--- src/rtl/load_data_extender_pkg.sv ---
// -----------------------------------------------------------------------------
// load_data_extender_pkg
//
// Shared definitions for the load-path back end:
//   - MIPS load opcodes (OPCODE_*)
//   - load_kind_t : decoded load class stored in the metadata FIFO
//   - load_meta_t : per-load metadata record {kind, is_signed, offset, rt, dest}
//   - decode helpers used at request-push time
//
// Configuration macro: UNALIGNED_LOAD_EN
//   defined     -> load_meta_t carries the 32-bit rt value for LWL/LWR merging
//   not defined -> rt field omitted (record narrower by 32 bits)
// -----------------------------------------------------------------------------
package load_data_extender_pkg;

    // Primary opcode field values for loads
    localparam logic [5:0] OPCODE_LB  = 6'h20;
    localparam logic [5:0] OPCODE_LH  = 6'h21;
    localparam logic [5:0] OPCODE_LWL = 6'h22;
    localparam logic [5:0] OPCODE_LW  = 6'h23;
    localparam logic [5:0] OPCODE_LBU = 6'h24;
    localparam logic [5:0] OPCODE_LHU = 6'h25;
    localparam logic [5:0] OPCODE_LWR = 6'h26;

    // Destination tag storage width inside the record; the top-level
    // TAG_WIDTH parameter must not exceed this.
    localparam int META_DEST_WIDTH = 8;

    typedef enum logic [2:0] {
        LK_BYTE  = 3'd0,
        LK_HALF  = 3'd1,
        LK_WORD  = 3'd2,
        LK_LEFT  = 3'd3,
        LK_RIGHT = 3'd4
    } load_kind_t;

    typedef struct packed {
        load_kind_t                 kind;
        logic                       is_signed;
        logic [1:0]                 offset;
`ifdef UNALIGNED_LOAD_EN
        logic [31:0]                rt;
`endif
        logic [META_DEST_WIDTH-1:0] dest;
    } load_meta_t;

    // Opcode -> load class; anything unrecognised is treated as a word load
    function automatic load_kind_t decode_kind(input logic [5:0] opcode);
        load_kind_t kind;
        case (opcode)
            OPCODE_LB, OPCODE_LBU: kind = LK_BYTE;
            OPCODE_LH, OPCODE_LHU: kind = LK_HALF;
            OPCODE_LW:             kind = LK_WORD;
            OPCODE_LWL:            kind = LK_LEFT;
            OPCODE_LWR:            kind = LK_RIGHT;
            default:               kind = LK_WORD;
        endcase
        return kind;
    endfunction

    // Only LB and LH sign-extend
    function automatic logic decode_signed(input logic [5:0] opcode);
        logic is_signed;
        case (opcode)
            OPCODE_LB, OPCODE_LH: is_signed = 1'b1;
            default:              is_signed = 1'b0;
        endcase
        return is_signed;
    endfunction

endpackage

--- src/rtl/load_data_extender_fifo.sv ---
// -----------------------------------------------------------------------------
// load_meta_fifo
//
// In-order metadata FIFO for outstanding loads. Pointers are log2(DEPTH)
// bits plus a wrap bit: equal pointers mean empty, pointers differing only
// in the wrap bit mean full. Push while full and pop while empty are ignored.
// No pass-through: a push is only visible at the head from the next cycle.
//
// Ports:
//   clk, reset       rising-edge clock, synchronous active-high reset
//   push, push_meta  write one record (ignored when full)
//   pop              discard head record (ignored when empty)
//   head_meta        current head record
//   full, empty      occupancy flags
// -----------------------------------------------------------------------------
module load_meta_fifo
    import load_data_extender_pkg::*;
#(
    parameter int DEPTH = 4
) (
    input  logic       clk,
    input  logic       reset,
    input  logic       push,
    input  load_meta_t push_meta,
    input  logic       pop,
    output load_meta_t head_meta,
    output logic       full,
    output logic       empty
);

    localparam int AW = $clog2(DEPTH);
    localparam logic [AW:0] PTR_ONE = {{AW{1'b0}}, 1'b1};

    load_meta_t  mem_r [DEPTH];
    logic [AW:0] wr_ptr_r;
    logic [AW:0] rd_ptr_r;
    logic        do_push_s;
    logic        do_pop_s;

    assign empty     = (wr_ptr_r == rd_ptr_r);
    assign full      = (wr_ptr_r[AW] != rd_ptr_r[AW]) &&
                       (wr_ptr_r[AW-1:0] == rd_ptr_r[AW-1:0]);
    assign do_push_s = push && !full;
    assign do_pop_s  = pop && !empty;
    assign head_meta = mem_r[rd_ptr_r[AW-1:0]];

    // Pointer update; reset flushes all outstanding entries
    always_ff @(posedge clk) begin
        if (reset) begin
            wr_ptr_r <= {(AW+1){1'b0}};
            rd_ptr_r <= {(AW+1){1'b0}};
        end else begin
            if (do_push_s) begin
                wr_ptr_r <= wr_ptr_r + PTR_ONE;
            end
            if (do_pop_s) begin
                rd_ptr_r <= rd_ptr_r + PTR_ONE;
            end
        end
    end

    // Storage write; contents are qualified by the pointers so need no reset
    always_ff @(posedge clk) begin
        if (do_push_s) begin
            mem_r[wr_ptr_r[AW-1:0]] <= push_meta;
        end
    end

endmodule

--- src/rtl/load_data_extender.sv ---
// -----------------------------------------------------------------------------
// load_data_extender
//
// Load-path back end of the data-memory interface. Records metadata for each
// issued load in an in-order FIFO, pairs every memory read response with the
// oldest outstanding load, and produces the register writeback value:
// byte/halfword extraction with sign/zero extension, word passthrough and
// LWL/LWR merging with the old rt contents.
//
// Configuration macro: UNALIGNED_LOAD_EN
//   defined     -> LWL/LWR merge with rt; rt is stored per load
//   not defined -> LWL/LWR behave as LW (misaligned when offset != 0),
//                  req_rt_value is unused
//
// Ports:
//   clk, reset          clock, synchronous active-high reset
//   req_valid/ready     load issue handshake (ready = FIFO not full)
//   req_opcode          load opcode
//   req_byte_offset     address[1:0]
//   req_rt_value        rt contents for LWL/LWR
//   req_dest            destination register tag
//   mem_readdatavalid   read response strobe
//   mem_readdata        aligned response word
//   resp_valid          one-cycle writeback strobe, one cycle after response
//   resp_data           extended/merged result
//   resp_dest           tag of completed load
//   resp_misaligned     completed load used an illegal offset
//   protocol_error      sticky: response arrived with nothing outstanding
// -----------------------------------------------------------------------------
module load_data_extender
    import load_data_extender_pkg::*;
#(
    parameter int DEPTH     = 4,
    parameter int TAG_WIDTH = 5     // must be <= META_DEST_WIDTH
) (
    input  logic                 clk,
    input  logic                 reset,
    input  logic                 req_valid,
    output logic                 req_ready,
    input  logic [5:0]           req_opcode,
    input  logic [1:0]           req_byte_offset,
    input  logic [31:0]          req_rt_value,
    input  logic [TAG_WIDTH-1:0] req_dest,
    input  logic                 mem_readdatavalid,
    input  logic [31:0]          mem_readdata,
    output logic                 resp_valid,
    output logic [31:0]          resp_data,
    output logic [TAG_WIDTH-1:0] resp_dest,
    output logic                 resp_misaligned,
    output logic                 protocol_error
);

    load_meta_t push_meta_s;
    load_meta_t head_meta_s;
    logic       full_s;
    logic       empty_s;
    logic       push_s;
    logic       pop_s;
    logic       stray_s;

    logic [31:0] result_s;
    logic        misaligned_s;
    logic [7:0]  byte_s;
    logic [15:0] half_s;

    logic                 resp_valid_r;
    logic [31:0]          resp_data_r;
    logic [TAG_WIDTH-1:0] resp_dest_r;
    logic                 resp_misaligned_r;
    logic                 protocol_error_r;

    // Collects bits that are intentionally not consumed in every build
    logic unused_s;
`ifdef UNALIGNED_LOAD_EN
    assign unused_s = ^head_meta_s.dest;
`else
    assign unused_s = ^{head_meta_s.dest, req_rt_value};
`endif

    assign req_ready = !full_s;
    assign push_s    = req_valid && !full_s;
    // A same-cycle push is not yet at the head, so an empty FIFO makes any
    // response a stray even if a request is being accepted right now.
    assign pop_s     = mem_readdatavalid && !empty_s;
    assign stray_s   = mem_readdatavalid && empty_s;

    // Decode opcode once at issue so the FIFO only holds the load class
    always_comb begin
        push_meta_s           = '0;
        push_meta_s.kind      = decode_kind(req_opcode);
        push_meta_s.is_signed = decode_signed(req_opcode);
        push_meta_s.offset    = req_byte_offset;
`ifdef UNALIGNED_LOAD_EN
        push_meta_s.rt        = req_rt_value;
`endif
        push_meta_s.dest      = META_DEST_WIDTH'(req_dest);
    end

    load_meta_fifo #(
        .DEPTH(DEPTH)
    ) u_fifo (
        .clk       (clk),
        .reset     (reset),
        .push      (push_s),
        .push_meta (push_meta_s),
        .pop       (pop_s),
        .head_meta (head_meta_s),
        .full      (full_s),
        .empty     (empty_s)
    );

    // Extract / extend / merge the returned word according to the head load
    always_comb begin
        result_s     = mem_readdata;
        misaligned_s = 1'b0;
        byte_s       = 8'h00;
        half_s       = 16'h0000;
        case (head_meta_s.kind)
            LK_BYTE: begin
                case (head_meta_s.offset)
                    2'd0:    byte_s = mem_readdata[7:0];
                    2'd1:    byte_s = mem_readdata[15:8];
                    2'd2:    byte_s = mem_readdata[23:16];
                    default: byte_s = mem_readdata[31:24];
                endcase
                if (head_meta_s.is_signed) begin
                    result_s = {{24{byte_s[7]}}, byte_s};
                end else begin
                    result_s = {24'h000000, byte_s};
                end
            end
            LK_HALF: begin
                // offset[0] only flags the fault; lane pair comes from offset[1]
                if (head_meta_s.offset[1]) begin
                    half_s = mem_readdata[31:16];
                end else begin
                    half_s = mem_readdata[15:0];
                end
                if (head_meta_s.is_signed) begin
                    result_s = {{16{half_s[15]}}, half_s};
                end else begin
                    result_s = {16'h0000, half_s};
                end
                misaligned_s = head_meta_s.offset[0];
            end
`ifdef UNALIGNED_LOAD_EN
            LK_LEFT: begin
                // (readdata << 8*(3-k)) | (rt & low (3-k) bytes)
                case (head_meta_s.offset)
                    2'd0:    result_s = {mem_readdata[7:0],  head_meta_s.rt[23:0]};
                    2'd1:    result_s = {mem_readdata[15:0], head_meta_s.rt[15:0]};
                    2'd2:    result_s = {mem_readdata[23:0], head_meta_s.rt[7:0]};
                    default: result_s = mem_readdata;
                endcase
            end
            LK_RIGHT: begin
                // (readdata >> 8*k) | (rt & high k bytes)
                case (head_meta_s.offset)
                    2'd0:    result_s = mem_readdata;
                    2'd1:    result_s = {head_meta_s.rt[31:24], mem_readdata[31:8]};
                    2'd2:    result_s = {head_meta_s.rt[31:16], mem_readdata[31:16]};
                    default: result_s = {head_meta_s.rt[31:8],  mem_readdata[31:24]};
                endcase
            end
`endif
            default: begin
                // LW, unknown opcodes, and LWL/LWR when merging is disabled
                result_s     = mem_readdata;
                misaligned_s = (head_meta_s.offset != 2'd0);
            end
        endcase
    end

    // Registered writeback outputs and sticky protocol error
    always_ff @(posedge clk) begin
        if (reset) begin
            resp_valid_r      <= 1'b0;
            resp_data_r       <= 32'h0000_0000;
            resp_dest_r       <= {TAG_WIDTH{1'b0}};
            resp_misaligned_r <= 1'b0;
            protocol_error_r  <= 1'b0;
        end else begin
            resp_valid_r <= pop_s;
            if (pop_s) begin
                resp_data_r       <= result_s;
                resp_dest_r       <= head_meta_s.dest[TAG_WIDTH-1:0];
                resp_misaligned_r <= misaligned_s;
            end
            if (stray_s) begin
                protocol_error_r <= 1'b1;
            end
        end
    end

    assign resp_valid      = resp_valid_r;
    assign resp_data       = resp_data_r;
    assign resp_dest       = resp_dest_r;
    assign resp_misaligned = resp_misaligned_r;
    assign protocol_error  = protocol_error_r;

endmodule

--- config.mk ---
export PLATFORM = sky130hd
export DESIGN_NAME = load_data_extender
export DESIGN_NICKNAME = d
export VERILOG_FILES = /design/src/rtl/load_data_extender_pkg.sv /design/src/rtl/load_data_extender_fifo.sv /design/src/rtl/load_data_extender.sv
export SDC_FILE = /design/constraint.sdc
export NUM_CORES = 1
export LEC_CHECK = 0
export ABC_AREA = 0
export BUFFER_PORTS_ARGS = -buffer_cell sky130_fd_sc_hd__buf_2
export CORE_MARGIN = 1.5
export CORE_UTILIZATION = 30
export CTS_CLUSTER_DIAMETER = 80
export DETAILED_ROUTE_END_ITERATION = 8
export PLACE_DENSITY = 0.48
export SLEW_MARGIN = 20
export SYNTH_ARGS = -nofsm -noshare
export SYNTH_HDL_FRONTEND = slang
export SYNTH_SLANG_ARGS = --single-unit
--- constraint.sdc ---
create_clock -name clk -period 2.7 [get_ports clk]
set_input_delay 0.135 -clock clk [delete_from_list [all_inputs] [get_ports clk]]
set_output_delay 0.135 -clock clk [all_outputs]
set_load 0.01 [all_outputs]
==> metrics.md, run 1 <==
| Metric | Value |
|---|---|
| DRT antenna net count | `0` |
| Fillcell total | `1278` |
| DRC Markers | `0` |
| CP Capture Type | `flop` |
| Ys flop type | `dfxtp_1` |
| Synth Cell Area | `3890 um^2` |
| N_diodes | `0` |
| CTS clk-pin slew, worst paths | `0.07 ns` |
| Port-buffer cells | `89` |
| Grt total ovfl | `0` |
| Final Setup Violations | `0` |
| Outcome | `completed` |
| Startpoint types | `flop` |
| Yosys top cell by area | `edfxtp_1` |
| Hold Path Origin | `req_dest[2]` |
| RSZ-0062 raised after global routing | `false` |
| Slew @ Worst Pin | `1.07 ns` |
| Clk Latency, worst-skew pair | `approximately 0.33 ns` |
| CTS root buffer | `clkbuf_16` |
| CORE AREA | `12600 um^2` |
| Minimum clock period | `2.46 ns` |
| Clock buffer depth | `2` |
| Top cells by count, synth | `48 x dfxtp_1, 44 x edfxtp_1, 29 x nor2_1, 21 x nand2_1, 16 x a221o_1` |
| Post-synth EDFFs | `44` |
| Sw Share | `29.1%` |
| CP Max Fanout | `8` |
| DR WL/cell | `16.3 um` |
| Post-CTS Hold Fix Bufs | `0` |
| Reg area | `between 2000 and 2500 um^2` |
| Max_cap viols | `0` |
| CTS resizes | `0` |
| Min Hold Slack | `0.0150 ns` |
| Final Hold Vio Count | `0` |
| Area delta synth->final | `25.3%` |
| Register bit total from synthesis | `92` |
| Clock power frac | `32.7%` |
| Post-Synthesis Cells | `300` |
| Share of the yosys chip area belonging to registers | `just under 60%` |
| Initial antenna violation count | `0` |
| Power consumption | `3880 uW` |
| Switching Power | `about 1100 uW` |
| Cell variety after synth | `44` |
| Worst vdd ir | `~0.00046 V` |
| Slew headroom | `28.5%` |
| Total number of vias | `2797` |
| Top area cells in the synthesized netlist | `edfxtp_1 34%, dfxtp_1 25%, mux4_1 4.7%` |
| Max-slew violations | `0` |
| DRT Pass-1 Iters | `4` |
| CP arrival | `between 2 and 3 ns` |
| Yosys top cell area share | `34.0%` |
| Comb power frac | `23.1%` |
| Static Leak | `0.00194 uW` |
| Flop pwr share | `44.2%` |
| Worst Hold Class | `in -> reg` |
| Layout Cells excl Fill | `577` |
| Number of global-route vias before repair | `2853` |
| Asr flop ratio synth | `0%` |
| Placed cells | `561` |
| NumNets Final | `486` |
| GRT Overall Usage | `14.3%` |
| Design area | `slightly below 5000 um^2` |
| Tcrit/Tclk final | `91.0%` |
| Clk_skew | `0.00470 ns` |
| Yosys warns | `0` |
| CP required | `2.95 ns` |
| Syn Nets | `386` |
| Num CTS Buffers | `9` |
| Row Count | `41` |
| F_max | `407 MHz` |
| Die height | `about 120 um` |
| Worst r2r path cells | `5` |
| Drt total wl | `9390 um` |
| Dpl cell area | `4570 um^2` |
| I/O pin cnt | `122` |
| CTS tree | `built` |
| Detailed Place HPWL | `about 6900 um` |
| First-pass GRT wire length | `14800 um` |
| Setup Fix Bufs, Post-CTS | `0` |
| Cells on Worst Hold Path | `1` |
| Iter 0 DRT Violations | `149` |
| Setup TNS | `0 ns` |
| Int Power | `2750 uW` |
| Most common cell in the netlist | `dfxtp_1` |
| Initial Util | `30.8%` |
| Sink Count | `92` |
| Post-Syn Area per Cell | `13.0 um^2` |
| Worst setup path category | `reg -> reg` |
| H-tree depth | `3` |
| Pin count of the biggest net entering global routing | `20` |
| Share of post-route cells with drive strength above 1 | `between 30% and 40%` |
| Total die area | `~14000 um^2` |
| DIE WIDTH | `117 um` |
| Power density cells | `797 nW/um^2` |
| GP Congestion | `0.781` |
| Via/cell ratio | `4.85` |
| Multi-input gate area | `about 1500 um^2` |
-- registers in the layout (all words and copies together) (netlist names), named ones only --
name,flops
u_fifo.mem_r,44
resp_data,32
resp_dest,5
u_fifo.rd_ptr_r,3
u_fifo.wr_ptr_r,3
protocol_error,1
resp_misaligned,1
resp_valid,1
-- per-stage QoR --
step                utilization [%]  setup WS [ns]
global route                   38.6         0.0625
floorplan                         -          0.663
global placement               36.2          0.239
CTS                            38.6          0.161
finish                         38.6          0.243
detailed placement             36.2          0.206
-- cell type report --
| cell class | instances | share of cell area [%] |
|---|---|---|
| Inverter | 5 | 0.385 |
| Clock buffer | 10 | 4.70 |
| Multi-Input combinational cell | 188 | 30.7 |
| Sequential cell | 92 | 46.9 |
| Clock inverter | 6 | 1.52 |
| Timing Repair Buffer | 104 | 11.5 |
| Tap cell | 172 | 4.42 |
-- layout by cell type (no fill, tap or decap), types with 7 or more instances in the layout --
cell type  netlist  layout
clkbuf_16        0       9
buf_4            0      15
buf_2            3      89
mux2i_1         11      11
mux4_1           7       7
a21oi_1         12      12
a221o_1         16      16
nor2_1          29      29
a211oi_1        12      12
edfxtp_1        44      44
nand2_1         21      21
a22oi_1          7       7
dfxtp_1         48      48
o21ai_0          7       7
-- cell families after synthesis --
family	Yosys count	share of synthesized area (%)
AND/OR/NAND/NOR	75	9.20
AO/OA/AOI/OAI	74	14.9
XOR/XNOR	10	2.25
flip-flops	92	58.7
buffers and inverters	20	2.90
adder cells (fa/ha/maj)	5	1.61
multiplexers	24	10.5
-- final timing paths --
path / endpoint / slack, ns
setup / recovery: resp_data[15] / 0.24
hold / removal: u_fifo.mem_r[0][2] / 0.01
setup reg to reg: resp_data[15] / 0.24
hold reg to reg: resp_dest[0] / 0.46
-- worst max-delay path: stages (launching register included) --
cell      delay (ns)
dfxtp_1         0.62
mux4_2          0.71
inv_1           0.21
mux2i_1         0.25
a41oi_2         0.27
a211oi_1        0.30
-- power groups by stage --
stage	registers (uW)	clock network [uW]	logic (uW)
2_1_floorplan	1770	0	552
3_3_place_gp	1750	0	900
3_5_place_dp	1750	0	911
4_1_cts	1720	1300	914
5_1_grt	1740	1360	996
6_report	1720	1270	898
-- layer usage --
layer  vias up  global-route usage (%)  share of wire, %
li1       1354                       -                 -
met1      1335                    17.9                44
met2        93                    23.5                46
met3        15                    4.07               7.2
met4         0                    5.46               2.3
met5         -                       0                 0
(Power assumes the default switching activity.)
==> run 2, diff against run 1 <==
GPL_ROUTABILITY_DRIVEN = 0   (was not set)
REMOVE_ABC_BUFFERS = 1   (was not set)
==> run 2 against run 1 <==
  * Non-clock buffer count rose by 2
  * Count of clock-buffer cells in the layout fell by 1
  * Final cell count increased by 0.35%
  * Power rose by 0.11%
  * Core utilization is 0.13 points higher
  * Highest routed layer unchanged
==> metrics.md, run 2 (synthesis gave the netlist of run 1 again) <==
| Metric | Value |
|---|---|
| Pin count of the biggest net entering global routing | `30` |
| Power density cells | `795 nW/um^2` |
| Die height | `~120 um` |
| Slew headroom | `56.7%` |
| Initial antenna violation count | `0` |
| Layout Cells excl Fill | `579` |
| Clk_skew | `0.00738 ns` |
| Max-slew violations | `0` |
| CTS resizes | `0` |
| R2r endpoint | `resp_data[10]` |
| Crit path largest cell delay | `0.64 ns` |
| DIE WIDTH | `117 um` |
| Port-buffer cells | `89` |
| Initial Util | `30.8%` |
| Clock buffer depth | `2` |
| DRT Pass-1 Iters | `4` |
| DRC Markers | `0` |
| Number of global-route vias before repair | `about 2700` |
| Slowest cell on crit path | `mux4_2` |
| CP Capture Type | `flop` |
| Worst r2r path cells | `5` |
| Power consumption | `3890 uW` |
| Row Count | `41` |
| CTS root buffer | `clkbuf_16` |
| Sink Count | `92` |
| Cells on Worst Hold Path | `1` |
| CORE AREA | `12600 um^2` |
| CTS tree | `built` |
| Num CTS Buffers | `9` |
| Most frequent cells in the layout | `89 x buf_2, 48 x dfxtp_1, 44 x edfxtp_1` |
| Outcome | `completed` |
| CP required | `2.94 ns` |
| DRT antenna net count | `0` |
| NumNets Final | `488` |
| Minimum clock period | `roughly 2.3 ns` |
| Number of flip-flops under the largest register name | `44` |
| RSZ-0062 raised after global routing | `false` |
| F_max | `428 MHz` |
| H-tree depth | `3` |
| Tcrit/Tclk final | `around 86%` |
| DR WL/cell | `16.4 um` |
| Fillcell total | `1250` |
| Commonest non-fill, non-tap cell in the layout | `buf_2` |
| First-pass GRT wire length | `between 10000 and 15000 um` |
| Worst Hold Class | `in -> reg` |
| Max_cap viols | `0` |
| Worst setup path category | `reg -> reg` |
| Static Leak | `0.00195 uW` |
| Share of post-route cells with drive strength above 1 | `32.9%` |
| Hold Path Origin | `req_dest[1]` |
| Startpoint types | `flop` |
| Final Setup Violations | `0` |
| Hold endpoint | `u_fifo.mem_r[0][1]` |
| Setup TNS | `0 ns` |
| N_diodes | `0` |
| Area delta synth->final | `25.7%` |
| GRT Overall Usage | `14.7%` |
| CTS clk-pin slew, worst paths | `0.06 ns` |
| Drt total wl | `between 9000 and 10000 um` |
| Worst path cell trace | `buf_4 -> mux4_2 -> o21ai_1 -> a22oi_1 -> a211oi_1` |
| Clk Latency, worst-skew pair | `approximately 0.34 ns` |
| Total die area | `13700 um^2` |
| Slew @ Worst Pin | `0.646 ns` |
| Detailed Place HPWL | `6860 um` |
| I/O pin cnt | `122` |
| Via/cell ratio | `4.84` |
| Placed cells | `between 500 and 600` |
| Total number of vias | `2804` |
| R2R setup slack | `0.37 ns` |
| CP Max Fanout | `13` |
| Grt total ovfl | `0` |
| Worst vdd ir | `0.000439 V` |
| Iter 0 DRT Violations | `131` |
| CP arrival | `around 2.6 ns` |
| Setup Fix Bufs, Post-CTS | `0` |
| Final Hold Vio Count | `0` |
[run 2: how the worst max path moves through the flow]
| stage | startpoint | end | slack (ns) | cells past startpoint |
|---|---|---|---|---|
| after CTS | flop | resp_data[10] | 0.31 | 5 |
| after floorplan | flop | resp_data[7] | 0.44 | 5 |
| after detailed placement | flop | resp_data[10] | 0.35 | 5 |
| final | flop | resp_data[10] | 0.37 | 5 |
| after global routing | flop | resp_data[10] | 0.17 | 5 |
| after global placement | flop | resp_data[10] | 0.38 | 5 |
[run 2: metal layers]
layer	global-route usage [%]	part of all wire (%)	vias up
met5	0	0	-
met4	4.82	0.88	0
met3	4.17	5.7	7
met2	24.8	49	92
met1	18.1	45	1349
li1	-	-	1356
[run 2: worst max-delay path: cells and delay by family, from the launching register on]
family	cells	cell delay, ns
buffers and inverters	1	0.20
muxes	1	0.64
DFF	1	0.49
AOI/OAI and AO/OA	3	0.91
[run 2: timing repair]
item,CTS,global route
endpoints found under the hold margin,8,0
hold buffers,2,0
setup endpoints to repair,0,0
[run 2: metrics by stage]
step	instance area [um^2]	utilization (%)	hold WS, ns	setup slack [ns]
detailed placement	4570	36.2	0.360	0.346
floorplan	3790	-	0.204	0.440
global placement	4570	36.2	0.348	0.379
finish	4890	38.7	0.00890	0.365
CTS	4890	38.7	0.00143	0.307
global route	4890	38.7	0.00974	0.172
[run 2: cell type report]
type                       instances  area (um^2)  share of cell area (%)
multi-input combinational        188         1490                    30.6
sequential                        92         2280                    46.7
clock inverter                     7         73.8                    1.51
clock buffer                       9          225                    4.61
timing repair buffer             106          578                    11.8
tap                              172          215                    4.40
inverter                           5         18.8                   0.384
[run 2: power breakdown]
group / switching (uW) / internal (uW) / leakage, uW
Clock: 542 / 722 / 0.000143
Sequential: 93.6 / 1620 / 0.000806
Combinational: 499 / 412 / 0.00100
Total: 1130 / 2750 / 0.00195
